### src/rtl/crtc_pkg.sv
// Shared definitions for the CRTC character pixel generator: VRAM word layout,
// fetch state encoding, legal cell widths and the pixel colour selection.
package crtc_pkg;

   localparam int VRAM_DW    = 16;
   localparam int CODE_LSB   = 0;
   localparam int CODE_W     = 8;
   localparam int FG_LSB     = 8;
   localparam int BG_LSB     = 12;
   localparam int COLOR_W    = 4;

   localparam int CHAR_W_MIN = 3;
   localparam int CHAR_W_MAX = 16;

   localparam logic [1:0] FETCH_IDLE = 2'd0;
   localparam logic [1:0] FETCH_VADR = 2'd1;
   localparam logic [1:0] FETCH_CADR = 2'd2;
   localparam logic [1:0] FETCH_DONE = 2'd3;

   // Blanked cells always show colour 0 regardless of glyph or attributes.
   function automatic logic [COLOR_W-1:0] pick_color(input logic pix,
                                                     input logic [COLOR_W-1:0] fg,
                                                     input logic [COLOR_W-1:0] bg,
                                                     input logic de);
      if (!de) return '0;
      return pix ? fg : bg;
   endfunction

endpackage

### src/rtl/crtc_pix_shifter.sv
// Output stage: loads one glyph row per cell, shifts it out MSB-first on each
// pixel step and keeps colour, display enable and syncs aligned.
module crtc_pix_shifter
   import crtc_pkg::*;
#(
   parameter int CHAR_W = 8
) (
   input  logic               clk,
   input  logic               rst_n,
   input  logic               ce,
   input  logic               load,
   input  logic [CHAR_W-1:0]  load_glyph,
   input  logic [COLOR_W-1:0] load_fg,
   input  logic [COLOR_W-1:0] load_bg,
   input  logic               load_de,
   input  logic               load_hs,
   input  logic               load_vs,
   output logic [COLOR_W-1:0] color,
   output logic               hsync,
   output logic               vsync,
   output logic               de
);

   logic [CHAR_W-1:0]  shift_q, shift_d, src;
   logic [COLOR_W-1:0] fg_q, fg_d, bg_q, bg_d, color_q, color_d;
   logic               de_q, de_d, hs_q, hs_d, vs_q, vs_d;

   // The load edge emits pixel 0 of the new row directly, so the first pixel
   // appears in the same cycle as the new sync/enable values.
   always_comb begin
      src     = load ? load_glyph : shift_q;
      fg_d    = load ? load_fg : fg_q;
      bg_d    = load ? load_bg : bg_q;
      de_d    = load ? load_de : de_q;
      hs_d    = load ? load_hs : hs_q;
      vs_d    = load ? load_vs : vs_q;
      shift_d = shift_q;
      color_d = color_q;
      if (ce) begin
         shift_d = {src[CHAR_W-2:0], 1'b0};
         color_d = pick_color(src[CHAR_W-1], fg_d, bg_d, de_d);
      end
   end

   always_ff @(posedge clk) begin
      if (!rst_n) begin
         shift_q <= '0;
         fg_q    <= '0;
         bg_q    <= '0;
         de_q    <= 1'b0;
         hs_q    <= 1'b0;
         vs_q    <= 1'b0;
         color_q <= '0;
      end else begin
         shift_q <= shift_d;
         fg_q    <= fg_d;
         bg_q    <= bg_d;
         de_q    <= de_d;
         hs_q    <= hs_d;
         vs_q    <= vs_d;
         color_q <= color_d;
      end
   end

   assign color = color_q;
   assign hsync = hs_q;
   assign vsync = vs_q;
   assign de    = de_q;

endmodule

### src/rtl/crtc_char_pixgen.sv
// Character-mode pixel generator behind a 6845-style CRTC: cell counter,
// VRAM/character-ROM fetch sequencer and the pixel output shifter.
module crtc_char_pixgen
   import crtc_pkg::*;
#(
   parameter int CHAR_W  = 8,
   parameter int VRAM_AW = 11,
   parameter int ROW_W   = 3
) (
   input  logic                  I_CLK,
   input  logic                  I_RSTn,
   input  logic                  I_PIX_CE,
   output logic                  O_CHR_CE,
   input  logic [13:0]           I_MA,
   input  logic [4:0]            I_RA,
   input  logic                  I_DISPTMG,
   input  logic                  I_HSYNC,
   input  logic                  I_VSYNC,
   output logic [VRAM_AW-1:0]    O_VRAM_A,
   input  logic [VRAM_DW-1:0]    I_VRAM_D,
   output logic [8+ROW_W-1:0]    O_CROM_A,
   input  logic [CHAR_W-1:0]     I_CROM_D,
   output logic [COLOR_W-1:0]    O_COLOR,
   output logic                  O_HSYNC,
   output logic                  O_VSYNC,
   output logic                  O_DE
);

   localparam int CNT_W = $clog2(CHAR_W);

   if (CHAR_W < CHAR_W_MIN || CHAR_W > CHAR_W_MAX) begin : g_bad_char_w
      $error("CHAR_W out of range");
   end

   logic [CNT_W-1:0]         pix_cnt_q, pix_cnt_d;
   logic                     chr_ce_q;
   logic                     boundary;
   logic [1:0]               state_q, state_d;
   logic [VRAM_AW-1:0]       vram_a_q, vram_a_d;
   logic [CODE_W+ROW_W-1:0]  crom_a_q, crom_a_d;
   logic [ROW_W-1:0]         row_a_q, row_a_d;
   logic                     de_a_q, de_a_d, hs_a_q, hs_a_d, vs_a_q, vs_a_d;
   logic [COLOR_W-1:0]       fg_v_q, fg_v_d, bg_v_q, bg_v_d;
   logic [CHAR_W-1:0]        glyph_b_q, glyph_b_d;
   logic [COLOR_W-1:0]       fg_b_q, fg_b_d, bg_b_q, bg_b_d;
   logic                     de_b_q, de_b_d, hs_b_q, hs_b_d, vs_b_q, vs_b_d;
   logic                     unused_bits;

   assign unused_bits = ^{I_MA, I_RA};

   assign boundary = I_PIX_CE && (pix_cnt_q == CNT_W'(CHAR_W - 1));

   always_comb begin
      pix_cnt_d = pix_cnt_q;
      if (I_PIX_CE) pix_cnt_d = boundary ? '0 : pix_cnt_q + CNT_W'(1);
   end

   // A boundary always (re)starts the fetch, even if the previous one is
   // still in flight; stage A is captured here and consumed by later states.
   always_comb begin
      state_d   = state_q;
      vram_a_d  = vram_a_q;
      crom_a_d  = crom_a_q;
      row_a_d   = row_a_q;
      de_a_d    = de_a_q;
      hs_a_d    = hs_a_q;
      vs_a_d    = vs_a_q;
      fg_v_d    = fg_v_q;
      bg_v_d    = bg_v_q;
      glyph_b_d = glyph_b_q;
      fg_b_d    = fg_b_q;
      bg_b_d    = bg_b_q;
      de_b_d    = de_b_q;
      hs_b_d    = hs_b_q;
      vs_b_d    = vs_b_q;
      if (boundary) begin
         state_d  = FETCH_VADR;
         vram_a_d = I_MA[VRAM_AW-1:0];
         row_a_d  = I_RA[ROW_W-1:0];
         de_a_d   = I_DISPTMG;
         hs_a_d   = I_HSYNC;
         vs_a_d   = I_VSYNC;
      end else begin
         case (state_q)
            FETCH_VADR: begin
               state_d  = FETCH_CADR;
               fg_v_d   = I_VRAM_D[FG_LSB +: COLOR_W];
               bg_v_d   = I_VRAM_D[BG_LSB +: COLOR_W];
               crom_a_d = {I_VRAM_D[CODE_LSB +: CODE_W], row_a_q};
            end
            FETCH_CADR: begin
               state_d   = FETCH_DONE;
               glyph_b_d = de_a_q ? I_CROM_D : '0;
               fg_b_d    = de_a_q ? fg_v_q : '0;
               bg_b_d    = de_a_q ? bg_v_q : '0;
               de_b_d    = de_a_q;
               hs_b_d    = hs_a_q;
               vs_b_d    = vs_a_q;
            end
            default: state_d = FETCH_IDLE;
         endcase
      end
   end

   always_ff @(posedge I_CLK) begin
      if (!I_RSTn) begin
         pix_cnt_q <= '0;
         chr_ce_q  <= 1'b0;
         state_q   <= FETCH_IDLE;
         vram_a_q  <= '0;
         crom_a_q  <= '0;
         row_a_q   <= '0;
         de_a_q    <= 1'b0;
         hs_a_q    <= 1'b0;
         vs_a_q    <= 1'b0;
         fg_v_q    <= '0;
         bg_v_q    <= '0;
         glyph_b_q <= '0;
         fg_b_q    <= '0;
         bg_b_q    <= '0;
         de_b_q    <= 1'b0;
         hs_b_q    <= 1'b0;
         vs_b_q    <= 1'b0;
      end else begin
         pix_cnt_q <= pix_cnt_d;
         chr_ce_q  <= boundary;
         state_q   <= state_d;
         vram_a_q  <= vram_a_d;
         crom_a_q  <= crom_a_d;
         row_a_q   <= row_a_d;
         de_a_q    <= de_a_d;
         hs_a_q    <= hs_a_d;
         vs_a_q    <= vs_a_d;
         fg_v_q    <= fg_v_d;
         bg_v_q    <= bg_v_d;
         glyph_b_q <= glyph_b_d;
         fg_b_q    <= fg_b_d;
         bg_b_q    <= bg_b_d;
         de_b_q    <= de_b_d;
         hs_b_q    <= hs_b_d;
         vs_b_q    <= vs_b_d;
      end
   end

   assign O_CHR_CE = chr_ce_q;
   assign O_VRAM_A = vram_a_q;
   assign O_CROM_A = crom_a_q;

   crtc_pix_shifter #(
      .CHAR_W (CHAR_W)
   ) u_shifter (
      .clk        (I_CLK),
      .rst_n      (I_RSTn),
      .ce         (I_PIX_CE),
      .load       (boundary),
      .load_glyph (glyph_b_q),
      .load_fg    (fg_b_q),
      .load_bg    (bg_b_q),
      .load_de    (de_b_q),
      .load_hs    (hs_b_q),
      .load_vs    (vs_b_q),
      .color      (O_COLOR),
      .hsync      (O_HSYNC),
      .vsync      (O_VSYNC),
      .de         (O_DE)
   );

endmodule
### config.mk
export PLATFORM = sky130hd
export DESIGN_NAME = crtc_char_pixgen
export DESIGN_NICKNAME = d
export VERILOG_FILES = /design/src/rtl/crtc_pkg.sv /design/src/rtl/crtc_pix_shifter.sv /design/src/rtl/crtc_char_pixgen.sv
export SDC_FILE = /design/constraint.sdc
export NUM_CORES = 1
export LEC_CHECK = 0
export ABC_AREA = 0
export BUFFER_PORTS_ARGS = -buffer_cell sky130_fd_sc_hd__buf_2
export CAP_MARGIN = 20
export CORE_ASPECT_RATIO = 0.7
export CORE_UTILIZATION = 51
export CTS_CLUSTER_DIAMETER = 100
export DETAILED_ROUTE_END_ITERATION = 8
export HOLD_SLACK_MARGIN = 0.03
export PLACE_DENSITY = 0.72
export SLEW_MARGIN = 20
export SYNTH_ARGS = -nofsm -noshare
export SYNTH_HDL_FRONTEND = slang
export SYNTH_SLANG_ARGS = --single-unit
export TNS_END_PERCENT = 20
### constraint.sdc
create_clock -name I_CLK -period 4.6 [get_ports I_CLK]
set_input_delay 0.23 -clock I_CLK [delete_from_list [all_inputs] [get_ports I_CLK]]
set_output_delay 0.23 -clock I_CLK [all_outputs]
set_load 0.02 [all_outputs]
==> impl_summary.txt <==
----------------------------------------------------
[Setup path]
  Worst R2R Setup Slack ... 2680 ps
  Required time of the worst setup path ... 4850 ps
  Critical path launch point type ... flip-flop
  Cells along the critical path ... ha_1 > ha_1 > buf_4 > and2_1 > buf_4 > nand2_1 > a32o_1
  CP Buf/Inv Count ... 2
  Cell type group with the largest total delay on the critical path ... buffers and inverters
  Slowest library cell on the worst path ... dfxtp_1
  Worst setup EP type ... flip-flop
  Worst-path fanout max ... 34
  Longest individual stage delay on the worst path ... roughly 360 ps
  Arrival time worst endpoint ... ~2200 ps
  Critical path class ... flip-flop to flip-flop

[Route]
  Number of iterations in the first detailed-routing pass ... 4
  Iteration-0 DRC count of the detailed router ... 82
  Remaining number of nets flagged by the antenna check after routing ... 0
  DRC violations left ... 0
  Routed wirelength normalized by instance count ... 12.6 um
  Total number of vias ... between 2000 and 3000
  Routed via count divided by cell count ... 5.04
  Routed WL ... 6.71 mm

[STA]
  Final Hold Vio Count ... 0
  Final TNS setup ... 0 ps
  Worst max-slew margin expressed relative to the limit ... 40.4%
  Hold WS ... 99.6 ps
  Final worst path period share ... 41.7%
  Final setup violation count ... 0
  Max Fclk ... 521 MHz
  Min Tclk post-route ... 1920 ps
  Transition time at the pin with the least slew margin ... 894 ps
  RSZ-0062 raised after global routing ... false
  Final worst clock skew ... 10.2 ps
  Number of slew-limit violations in the final report ... 0

[Synthesis]
  Area share of the largest cell type after synthesis ... 48.0%
  Xor and xnor area share after synthesis ... 0%
  Netlist cell types ... 25
  Primary FF master, synth ... dfxtp_1
  Post-synthesis sequential area ratio ... 48.0%
  Synth area leader ... dfxtp_1
  Post-synthesis average cell area ... between 9 and 10 um2
  Number of enable-type register cells in the synthesized netlist ... 0
  Most common cell in the synthesized netlist ... nand2_1
  Basic-gate share of the synthesized area counting and, or, nand and nor cells ... 18.8%
  Top cells by instance count after synthesis ... 132 x nand2_1, 83 x dfxtp_1, 43 x a21boi_0
  Gate count of the mapped netlist ... 380
  Fraction of the mapped netlist area in adder cells ... roughly 1.4%
  Mux cell area share after synthesis ... under 10%
  Syn nets ... between 400 and 500
  Combinational family with the most area after synthesis ... compound AO/OA/AOI/OAI gates
  Top area cells in the synthesized netlist ... dfxtp_1 48%, nand2_1 14%, a21boi_0 9.3%, mux2i_1 4.9%, a21boi_1 3.9%
  Cell Area, Synth ... around 3500 um2
  Async set or reset register ratio after synthesis ... 0%
  Register bit count reported by yosys ... 83
  Post-synthesis compound-gate area fraction ... 20.3%
  Yosys warnings ... 0

[Final layout]
  Synth-to-Final Area Change ... 13.0%
  Final #Nets ... 490
  Fin cells ... 531
  Share of cells above drive strength 1 ... a little under a quarter
  Area of all placed cells without fillers ... approximately 4000 um2
  Antenna diode count ... 0

[Placed design]
  Placer congestion estimate ... about 0.7
  Estimated wirelength of the detail-placed design ... 4.34 mm
  Count of input and output buffers ... 73
  DP Area ... 3740 um2
  Placed cells ... 516

[Global route]
  Number of antenna violations at the first check in global routing ... 1
  Global-route wire length before repair ... 11.3 mm
  GRT Total Usage ... 20.6%
  Maximum number of pins on one net before global-route repair ... 64
  Residual overflow from global routing ... 0
  Via count of the first global-routing pass ... 2474

[Floorplanning]
  Overall die width ... 100 um
  Core box area ... ~6400 um2
  Top Ports ... between 70 and 80
  Die height ... around 71 um
  Initial core utilization ... 54.1%
  Die Outline Area ... 7120 um2
  Placement row count ... 24

[Clocking]
  Buffers inserted during post-CTS setup optimization ... 0
  Worst-Skew Late Latency ... between 300 and 400 ps
  H-tree Lvls ... 3
  Clock transition at path regs ... 80 ps
  Clock Tree Buf Depth ... 2
  Quantity of gates resized following cts ... 0
  Num Clock Sinks ... 83
  CTS tree ... done
  Cell chosen for the clock root ... clkbuf_8
  Cts bufs inserted ... 9
  CTS Hold Bufs ... 0

[Job]
  Max cap viols ... 0

[Power and ir drop]
  Total power per unit cell area ... 309 nW/um2
  Leakage ... 1.53 nW
  Maximum ir drop on the vdd rail ... 0.195 mV

[Status]
  Run status ... finished, final reports clean

[Min path]
  Class of the tightest hold or removal check ... primary input to flip-flop

----------------------------------------------------
## final cells by class
cell class	instances	area (um2)
clock buffers	11	131
clock inverters	3	17.5
fillers	566	2490
inverters	2	7.51
multi-input cells	264	1570
flip-flops and latches	83	1660
well taps	91	114
repair buffers	77	403
## per-layer routing
layer	routed length [um]	global-route usage [%]	vias up
met5	13	0	-
met4	86	6.76	2
met3	524	8.79	11
met2	2900	32.3	65
met1	3180	25.5	1228
li1	-	-	1368
## stage by stage
stage	utilization, %	setup WS, ps	total power (W)
final	61.1	2680	0.00121
after detailed placement	58.5	2560	0.000795
after CTS	60.9	2550	0.00122
after floorplan	-	3080	0.000773
after global placement	58.5	2590	0.000794
after global routing	61.1	2540	0.00125
## state kept, by name, indices dropped and copies added, names as in the netlist, 2 cells and up
register	count
O_CROM_A	11
O_VRAM_A	11
glyph_b_q	8
u_shifter.shift_q	7
bg_b_q	4
bg_v_q	4
fg_b_q	4
fg_v_q	4
u_shifter.bg_q	4
u_shifter.color	4
u_shifter.fg_q	4
pix_cnt_q	3
row_a_q	3
state_q	2
## kinds of logic after synthesis
logic type                 count (synthesis)
AOI/OAI and AO/OA                         83
adders and majority gates                  4
buffers and inverters                     33
DFF                                       83
muxes                                     17
and+or+nand+nor                          160
## layout by cell type, fill, tap and decap left out, types with 2 or more instances in the layout
cell	n
a21bo_2	2
a21boi_0	43
a21boi_1	18
a21boi_2	7
a21boi_4	2
a32o_1	4
buf_2	73
buf_4	3
clkbuf_1	2
clkbuf_8	9
clkinv_2	2
dfxtp_1	83
ha_1	4
inv_1	2
mux2i_1	17
nand2_1	132
nand2b_1	2
nand3_1	17
nor2_1	2
nor2b_1	3
o211a_1	6
## power breakdown
part           internal [W]  switching (W)
clock              0.000188       0.000241
combinational     0.0000290      0.0000222
sequential         0.000723     0.00000356
total              0.000940       0.000267
## worst reg2reg max path, stage by stage, from the launching register on
cell	delay, ps
dfxtp_1	360
ha_1	150
ha_1	160
buf_4	280
and2_1	170
buf_4	330
nand2_1	110
a32o_1	260
## worst paths after layout
path	from	to	cells after the start
worst min-delay path	I_VRAM_D[3]	O_CROM_A[6]	3
worst max-delay path	pix_cnt_q[0]	u_shifter.color[2]	7
worst max register to register	pix_cnt_q[0]	u_shifter.color[2]	7
worst min register to register	O_CROM_A[5]	O_CROM_A[5]	2
(Power assumes the default switching activity.)
